File: src/rtl/button_conditioner.sv
// Front-panel button conditioner: per channel a 2-FF synchronizer, a consecutive-sample
// debounce filter, registered press/release pulses and a hold-to-step auto-repeat pulse.
module button_conditioner #(
   parameter int NUM_BTN         = 3,
   parameter int DEBOUNCE_CYCLES = 16,
   parameter int REPEAT_DELAY    = 64,
   parameter int REPEAT_PERIOD   = 16
) (
   input  logic               clk,
   input  logic               rst,
   input  logic [NUM_BTN-1:0] btn_n_in,
   output logic [NUM_BTN-1:0] btn_level,
   output logic [NUM_BTN-1:0] btn_press,
   output logic [NUM_BTN-1:0] btn_release,
   output logic [NUM_BTN-1:0] btn_step
);

   localparam int DW   = (DEBOUNCE_CYCLES > 2) ? $clog2(DEBOUNCE_CYCLES) : 1;
   localparam int RMAX = (REPEAT_DELAY > REPEAT_PERIOD) ? REPEAT_DELAY : REPEAT_PERIOD;
   localparam int RW   = (RMAX > 2) ? $clog2(RMAX) : 1;

   localparam logic [DW-1:0] DB_LAST   = DW'(DEBOUNCE_CYCLES - 1);
   localparam logic [RW-1:0] RD_RELOAD = RW'(REPEAT_DELAY - 1);
   localparam logic [RW-1:0] RP_RELOAD = RW'(REPEAT_PERIOD - 1);

   logic [NUM_BTN-1:0] s1;
   logic [NUM_BTN-1:0] s2;
   logic [NUM_BTN-1:0] stable_n;
   logic [NUM_BTN-1:0] accept;
   logic [DW-1:0]      dcnt [NUM_BTN];
   logic [RW-1:0]      rcnt [NUM_BTN];

   // A level change is accepted on the sample that completes a full run of differing samples.
   always_comb begin
      accept = '0;
      for (int unsigned i = 0; i < NUM_BTN; i++) begin
         accept[i] = (s2[i] != stable_n[i]) && (dcnt[i] == DB_LAST);
      end
   end

   always_ff @(posedge clk) begin
      if (rst) begin
         s1          <= '1;
         s2          <= '1;
         stable_n    <= '1;
         btn_press   <= '0;
         btn_release <= '0;
         btn_step    <= '0;
         dcnt        <= '{default: '0};
         rcnt        <= '{default: '0};
      end else begin
         s1          <= btn_n_in;
         s2          <= s1;
         btn_press   <= accept & ~s2;
         btn_release <= accept & s2;
         for (int unsigned i = 0; i < NUM_BTN; i++) begin
            if (s2[i] == stable_n[i]) begin
               dcnt[i] <= '0;
            end else if (accept[i]) begin
               stable_n[i] <= s2[i];
               dcnt[i]     <= '0;
            end else begin
               dcnt[i] <= dcnt[i] + 1'b1;
            end

            // Repeat countdown runs only while held; an accepted release kills it at once.
            if (accept[i] && !s2[i]) begin
               rcnt[i]     <= RD_RELOAD;
               btn_step[i] <= 1'b1;
            end else if (!stable_n[i] && !accept[i]) begin
               if (rcnt[i] == '0) begin
                  rcnt[i]     <= RP_RELOAD;
                  btn_step[i] <= 1'b1;
               end else begin
                  rcnt[i]     <= rcnt[i] - 1'b1;
                  btn_step[i] <= 1'b0;
               end
            end else begin
               rcnt[i]     <= '0;
               btn_step[i] <= 1'b0;
            end
         end
      end
   end

   assign btn_level = ~stable_n;

endmodule

File: config.mk
export PLATFORM = sky130hd
export DESIGN_NAME = button_conditioner
export DESIGN_NICKNAME = d
export VERILOG_FILES = /design/src/rtl/button_conditioner.sv
export SDC_FILE = /design/constraint.sdc
export NUM_CORES = 1
export LEC_CHECK = 0
export CELL_PAD_IN_SITES_DETAIL_PLACEMENT = 1
export CELL_PAD_IN_SITES_GLOBAL_PLACEMENT = 2
export CORE_MARGIN = 4
export CORE_UTILIZATION = 32
export CTS_BUF_LIST = sky130_fd_sc_hd__clkbuf_8 sky130_fd_sc_hd__clkbuf_16
export CTS_CLUSTER_DIAMETER = 30
export DETAILED_ROUTE_END_ITERATION = 12
export PLACE_DENSITY = 0.7
export SLEW_MARGIN = 5
export SYNTH_ARGS = -nofsm -noshare
export SYNTH_HDL_FRONTEND = slang
export SYNTH_SLANG_ARGS = --single-unit
File: constraint.sdc
create_clock -name clk -period 1.5 [get_ports clk]
set_clock_uncertainty 0.1 [all_clocks]
set_input_delay 0.375 -clock clk [delete_from_list [all_inputs] [get_ports clk]]
set_output_delay 0.375 -clock clk [all_outputs]
set_load 0.01 [all_outputs]
==> flow_summary_export.csv, run 1 <==
group,metric,value,unit
setup_path,cp_slowest_stage_delay,0.34,ns
logic_synthesis,yosysWarnings,0,
setup_path,crit_path_cell_trace,"inv_1, dlygate4sd2_1",
clocking,cts_buffer_depth,2,
power_and_ir_drop,powerDensity,941,mW/mm2
timing,fmax,689,MHz
power_and_ir_drop,switching_power,0.473,mW
clocking,clk_pin_slew,0.09,ns
power_and_ir_drop,ir_drop,0.452,mV
route,dr_wl_met2,2.09,mm
power_and_ir_drop,p_seq_frac,0.565,
setup_path,path_max_fanout,2,
placement,globalplace.congestion,0.815,
logic_synthesis,synth_area,0.00186,mm2
clocking,clock_latency,0.30,ns
final_layout,syn2layout_area_growth,29.8,%
logic_synthesis,ys_seq_area_frac,0.515,
route,drt_pass1_iterations,4,
floorplan,num_rows,27,
route,vias,1417,
final_layout,final_common_cell,"dfxtp_1",
placement,pre_cts_ws,-0.235,ns
route,routedWlPerCell,13.7,um
timing,setup_violations,0,
clocking,cts_tree,"yes",
global_route,grt_pass1_vias,1510,
logic_synthesis,netlist_instances,188,
timing,finalWorstSetupSlack,0.0494,ns
clocking,cts_num_sinks,48,
final_layout,layout_common_cells,"dfxtp_1, a21oi_1, buf_4, inv_1, nor2_1",
job,maxCapViolations,0,
placement,placed_area,0.00223,mm2
placement,dp_cells,290,
power_and_ir_drop,combPwrFrac,0.022,
clocking,htree_levels,2,
timing,max_slew_margin,0.714,
floorplan,start_util,0.334,
logic_synthesis,ys_types,30,
power_and_ir_drop,p_leak,1.10,nW
route,met1_length,1.80,mm
route,highest_layer,"met4",
worst_hold_path,hp-start,"s1[1]$_SDFF_PP1_",
timing,worstMarginPinSlew,0.425,ns
logic_synthesis,synth_top_area_frac,0.515,
final_layout,fillers,654,
clocking,hold_buffers,0,
power_and_ir_drop,sw_frac_of_total,0.208,
floorplan,fp.dieW,84.3,um
route,drtAntennaViolNets,0,
placement,portBuffers,16,
setup_path,crit_start,"stable_n[0]$_SDFFE_PP1P_",
route,wl_met3,115,um
global_route,grt-ovfl-total,0,
route,wl,4.09,mm
power_and_ir_drop,p_clk_frac,0.413,
placement,dp_hpwl,3.08,mm
power_and_ir_drop,total_power,2.28,mW
setup_path,criticalPathCategory,"register to output port",
final_layout,fin_area,0.00242,mm2
route,viasPerCell,4.74,
timing,fin_crit,1.45,ns
global_route,antenna_found_initial,0,
setup_path,cp_top_family,"flip-flops",
setup_path,endpoint_kind,"output port",
logic_synthesis,ys_ff_latch,48,
clocking,ctsRootBufferMaster,"clkbuf_8",
setup_path,crit_arrival,0.98,ns
timing,slew_violations,0,
final_layout,layout.nets,240,
setup_path,critPathSlowestCell,"dfxtp_1",
logic_synthesis,avgSynthCellArea,9.92,um2
setup_path,crit_path_start_kind,"register",
global_route,grt_pass1_wl,7.02,mm
clocking,cts_buffers,5,
floorplan,pin_count,17,
final_layout,drive_gt1_frac,0.251,
floorplan,die-area,0.00711,mm2
power_and_ir_drop,internal_power,1.80,mW
floorplan,die_h,84.3,um
route,drt_iter0_markers,19,
timing,hold_viol,0,
final_layout,layoutNonFillerInstCount,299,
final_layout,antenna_cells,0,
global_route,grt_max_degree,16,
setup_path,critical_path_buf_inv_count,2,
logic_synthesis,syn_nets,202,
final_layout,multi_input_area,902,um2
logic_synthesis,netlist.top_cell.by_area,"dfxtp_1",
floorplan,coreArea,0.00557,mm2
worst_hold_path,worst_hold_path_type,"register to register",
status,run_status,"completed",
logic_synthesis,synth_area_leaders,"dfxtp_1, ha_1, a21oi_1",
setup_path,r2r_start,"rcnt[1]$_SDFF_PP0_",
timing,period_share,0.967,
final_layout,seqCellArea,971,um2
global_route,grt_usage,0.123,
route,drc,0,
setup_path,required,1.02,ns
## power by group through the flow
stage	logic [mW]	clock network, mW	registers [mW]
floorplan	0.0199	0	1.32
global placement	0.0479	0	1.32
detailed placement	0.0495	0	1.32
CTS	0.0503	0.974	1.29
global route	0.0559	1.03	1.29
finish	0.0501	0.940	1.29
## synth_stat cells
cell / count
a211o_1: 3
a21oi_1: 20
a31oi_1: 1
a31oi_2: 2
a32oi_1: 1
and2b_4: 2
and3_1: 4
and4_1: 3
buf_2: 2
clkbuf_1: 1
dfxtp_1: 48
ha_1: 9
inv_1: 17
nand2_1: 2
nand2b_1: 2
nand3_1: 7
nand4_1: 1
nor2_1: 13
nor2b_1: 1
nor3_1: 9
nor4_1: 3
nor4b_1: 1
o211ai_2: 1
o2bb2a_1: 2
o31ai_1: 6
or2_2: 6
or3_1: 5
or3b_1: 1
xnor2_1: 6
xor2_1: 9
## layer usage
layer  vias to the layer above  global-route usage
met1                       670               0.135
li1                        724                   -
met3                         8              0.0343
met2                        15               0.219
met5                         -                   0
met4                         0              0.0599
## worst reg2reg max path: stages (launching register included)
cell and delay, ns:
dfxtp_2 0.34, inv_1 0.06, ha_1 0.20, and2b_4 0.17, or3_4 0.36, a31oi_2 0.15
## state kept, by name (all words and copies together) (netlist names)
signal / flops
btn_step: 3
btn_press: 3
s1: 3
rcnt: 18
s2: 3
dcnt: 12
btn_release: 3
stable_n: 3
## area by class of cell
class | instances | area share
flip-flops and latches | 48 | 0.401
multi-input cells | 120 | 0.373
repair buffers | 34 | 0.116
well taps | 72 | 0.0372
clock buffers | 5 | 0.0284
inverters | 17 | 0.0264
clock inverters | 3 | 0.0176
## kinds of logic after synthesis
| group | count (synthesis) | share of synthesized area |
|---|---|---|
| flops | 48 | 0.515 |
| compound gates | 36 | 0.131 |
| simple gates | 60 | 0.181 |
| buf+inv | 20 | 0.0416 |
| fa+ha+maj | 9 | 0.0604 |
| xor+xnor | 15 | 0.0705 |
## repair_timing
item | in CTS | in global routing
pin swaps | 0 | 2
setup endpoints to repair | 21 | 24
setup buffers | 0 | 1
gates resized for setup | 18 | 20
## final timing paths
check	depth (start not counted)	slack, ns	endpoint
worst max-delay path	2	0.05	btn_level[0]
worst min register to register	1	0.32	s2[1]$_SDFF_PP1_
worst max register to register	5	0.06	rcnt[4]$_SDFF_PP0_
worst min-delay path	1	0.32	s2[1]$_SDFF_PP1_
## stage by stage
step | hold slack [ns] | utilization | TNS, ns
floorplan | 0.289 | - | 0
finish | 0.317 | 0.434 | 0
global placement | 0.294 | 0.400 | -4.28
global route | 0.328 | 0.434 | -0.0000960
detailed placement | 0.296 | 0.400 | -5.07
CTS | 0.315 | 0.421 | 0
Note: power is estimated with default switching activity, not from simulation.
==> inputs of run 2 (changes only) <==
Settings changed: CORE_MARGIN 4 to not set, GPL_TIMING_DRIVEN set to 0.
==> run 2 against run 1 <==
Compared with the run above: first-iteration DRC count grew 63%; design area fell by 2.7%; sequential power barely moved; hold slack lost 0.0029 ns; total power is 7.8% lower; maximum frequency is 2.1% lower; clock power is 18% lower; non-clock buffer count decreased by 12; die area is 14% lower; global-route usage up 1.8 points; combinational power fell by 19%; largest cell class unchanged.
==> flow_summary_export.csv, run 2 (synthesis results as in run 1) <==
group,metric,value,unit
floorplan,start_util,0.334,
global_route,antenna_found_initial,0,
floorplan,pin_count,17,
clocking,cts_num_sinks,48,
worst_hold_path,worst_hold_path_type,"register to register",
final_layout,syn2layout_area_growth,26.3,%
global_route,grt_pass1_wl,6.72,mm
floorplan,num_rows,27,
placement,dp_cells,276,
final_layout,largest_reg_flops,18,
clocking,clock_latency,0.29,ns
final_layout,layout.nets,228,
timing,finalWorstSetupSlack,0.0176,ns
setup_path,endpoint_kind,"register",
global_route,grt_max_degree,14,
clocking,cts_buffer_depth,2,
placement,pre_cts_ws,-0.288,ns
timing,period_share,0.988,
final_layout,largest-register,"rcnt",
power_and_ir_drop,total_power,2.10,mW
placement,dp_hpwl,2.86,mm
clocking,htree_levels,2,
floorplan,die-area,0.00613,mm2
timing,setup_violations,0,
job,maxCapViolations,0,
timing,setup_tns,0,ns
route,drc,0,
final_layout,top_regs,"rcnt (18), dcnt (12)",
clocking,clk_pin_slew,0.08,ns
route,drt_iter0_markers,31,
status,run_status,"completed",
setup_path,crit_arrival,1.61,ns
setup_path,required,1.63,ns
power_and_ir_drop,ir_drop,0.336,mV
route,drtAntennaViolNets,0,
setup_path,path_max_fanout,4,
power_and_ir_drop,p_leak,1.02,nW
timing,max_slew_margin,0.740,
final_layout,antenna_cells,0,
placement,portBuffers,16,
global_route,grt_usage,0.141,
global_route,grt-ovfl-total,0,
final_layout,fillers,634,
route,drt_pass1_iterations,4,
final_layout,layoutNonFillerInstCount,287,
route,viasPerCell,5.01,
setup_path,crit_path_start_kind,"register",
final_layout,drive_gt1_frac,0.288,
setup_path,criticalPathCategory,"register to register",
placement,globalplace.congestion,0.767,
timing,hold_viol,0,
global_route,grt_pass1_vias,1451,
timing,fin_crit,1.48,ns
clocking,cts_tree,"yes",
floorplan,fp.dieW,78.3,um
timing,slew_violations,0,
timing,fin_hold_ws,0.314,ns
final_layout,layout_common_cells,"dfxtp_1, a21oi_1, inv_1, nor2_1, dfxtp_2",
power_and_ir_drop,powerDensity,891,mW/mm2
route,vias,1439,
route,routedWlPerCell,14.3,um
floorplan,coreArea,0.00557,mm2
timing,fmax,675,MHz
route,wl,4.11,mm
final_layout,final_common_cell,"dfxtp_1",
timing,worstMarginPinSlew,0.387,ns
clocking,cts_buffers,5,
floorplan,die_h,78.3,um
clocking,ctsRootBufferMaster,"clkbuf_8",
==> run 2: changes by cell type in the layout (fill, tap and decap cells not counted), sizes merged <==
cell	change
buf	-13
dlygate4sd2	-2
clkinvlp	-1
bufinv	-1
clkdlybuf4s15	+1
clkbuf	+3
clkinv	-1
inv	+2
==> run 2: cell type report <==
| type | count | area, um2 | share of cell area |
|---|---|---|---|
| clock inverter | 2 | 7.51 | 0.00319 |
| timing repair buffer | 21 | 184 | 0.0781 |
| buffer | 1 | 5.00 | 0.00213 |
| sequential | 48 | 986 | 0.419 |
| inverter | 17 | 66.3 | 0.0282 |
| clock buffer | 6 | 82.6 | 0.0351 |
| multi-input combinational | 120 | 933 | 0.396 |
| tap | 72 | 90.1 | 0.0383 |
==> run 2: where the power goes <==
part           leakage [nW]  internal, mW  switching, mW
combinational         0.571        0.0211         0.0193
clock                0.0538         0.363          0.412
sequential            0.393          1.28        0.00587
total                  1.02          1.66          0.437
==> run 2: stage by stage <==
step	area, um2	util
after floorplan	1860	-
after global placement	2110	0.379
after detailed placement	2110	0.379
after CTS	2260	0.405
after global routing	2350	0.422
final	2350	0.422
==> run 2: critical path: stages, from the launching register on <==
cell,delay [ns]
dfxtp_2,0.36
inv_1,0.07
ha_2,0.18
and2b_4,0.17
or3_1,0.36
a31oi_2,0.17
==> run 2: path summary, 6_finish.rpt <==
kind	start	slack (ns)	cells after the start	endpoint
min reg2reg	s1[0]$_SDFF_PP1_	0.31	1	s2[0]$_SDFF_PP1_
max reg2reg	rcnt[1]$_SDFF_PP0_	0.02	5	rcnt[4]$_SDFF_PP0_
min	s1[0]$_SDFF_PP1_	0.31	1	s2[0]$_SDFF_PP1_
max	rcnt[1]$_SDFF_PP0_	0.02	5	rcnt[4]$_SDFF_PP0_
==> run 2: metal layers <==
metal	vias to the layer above	GRT usage	share of wire
met5	-	0	0
met1	715	0.155	0.42
met3	4	0.0384	0.024
li1	707	-	-
met4	0	0.0556	0.013
met2	13	0.255	0.54
==> run 2: what timing repair did <==
action,4_1_cts,5_1_grt
pin swaps,0,2
gates resized for setup,40,26
hold buffers,0,0
setup endpoints to repair,27,28
setup buffers,2,3
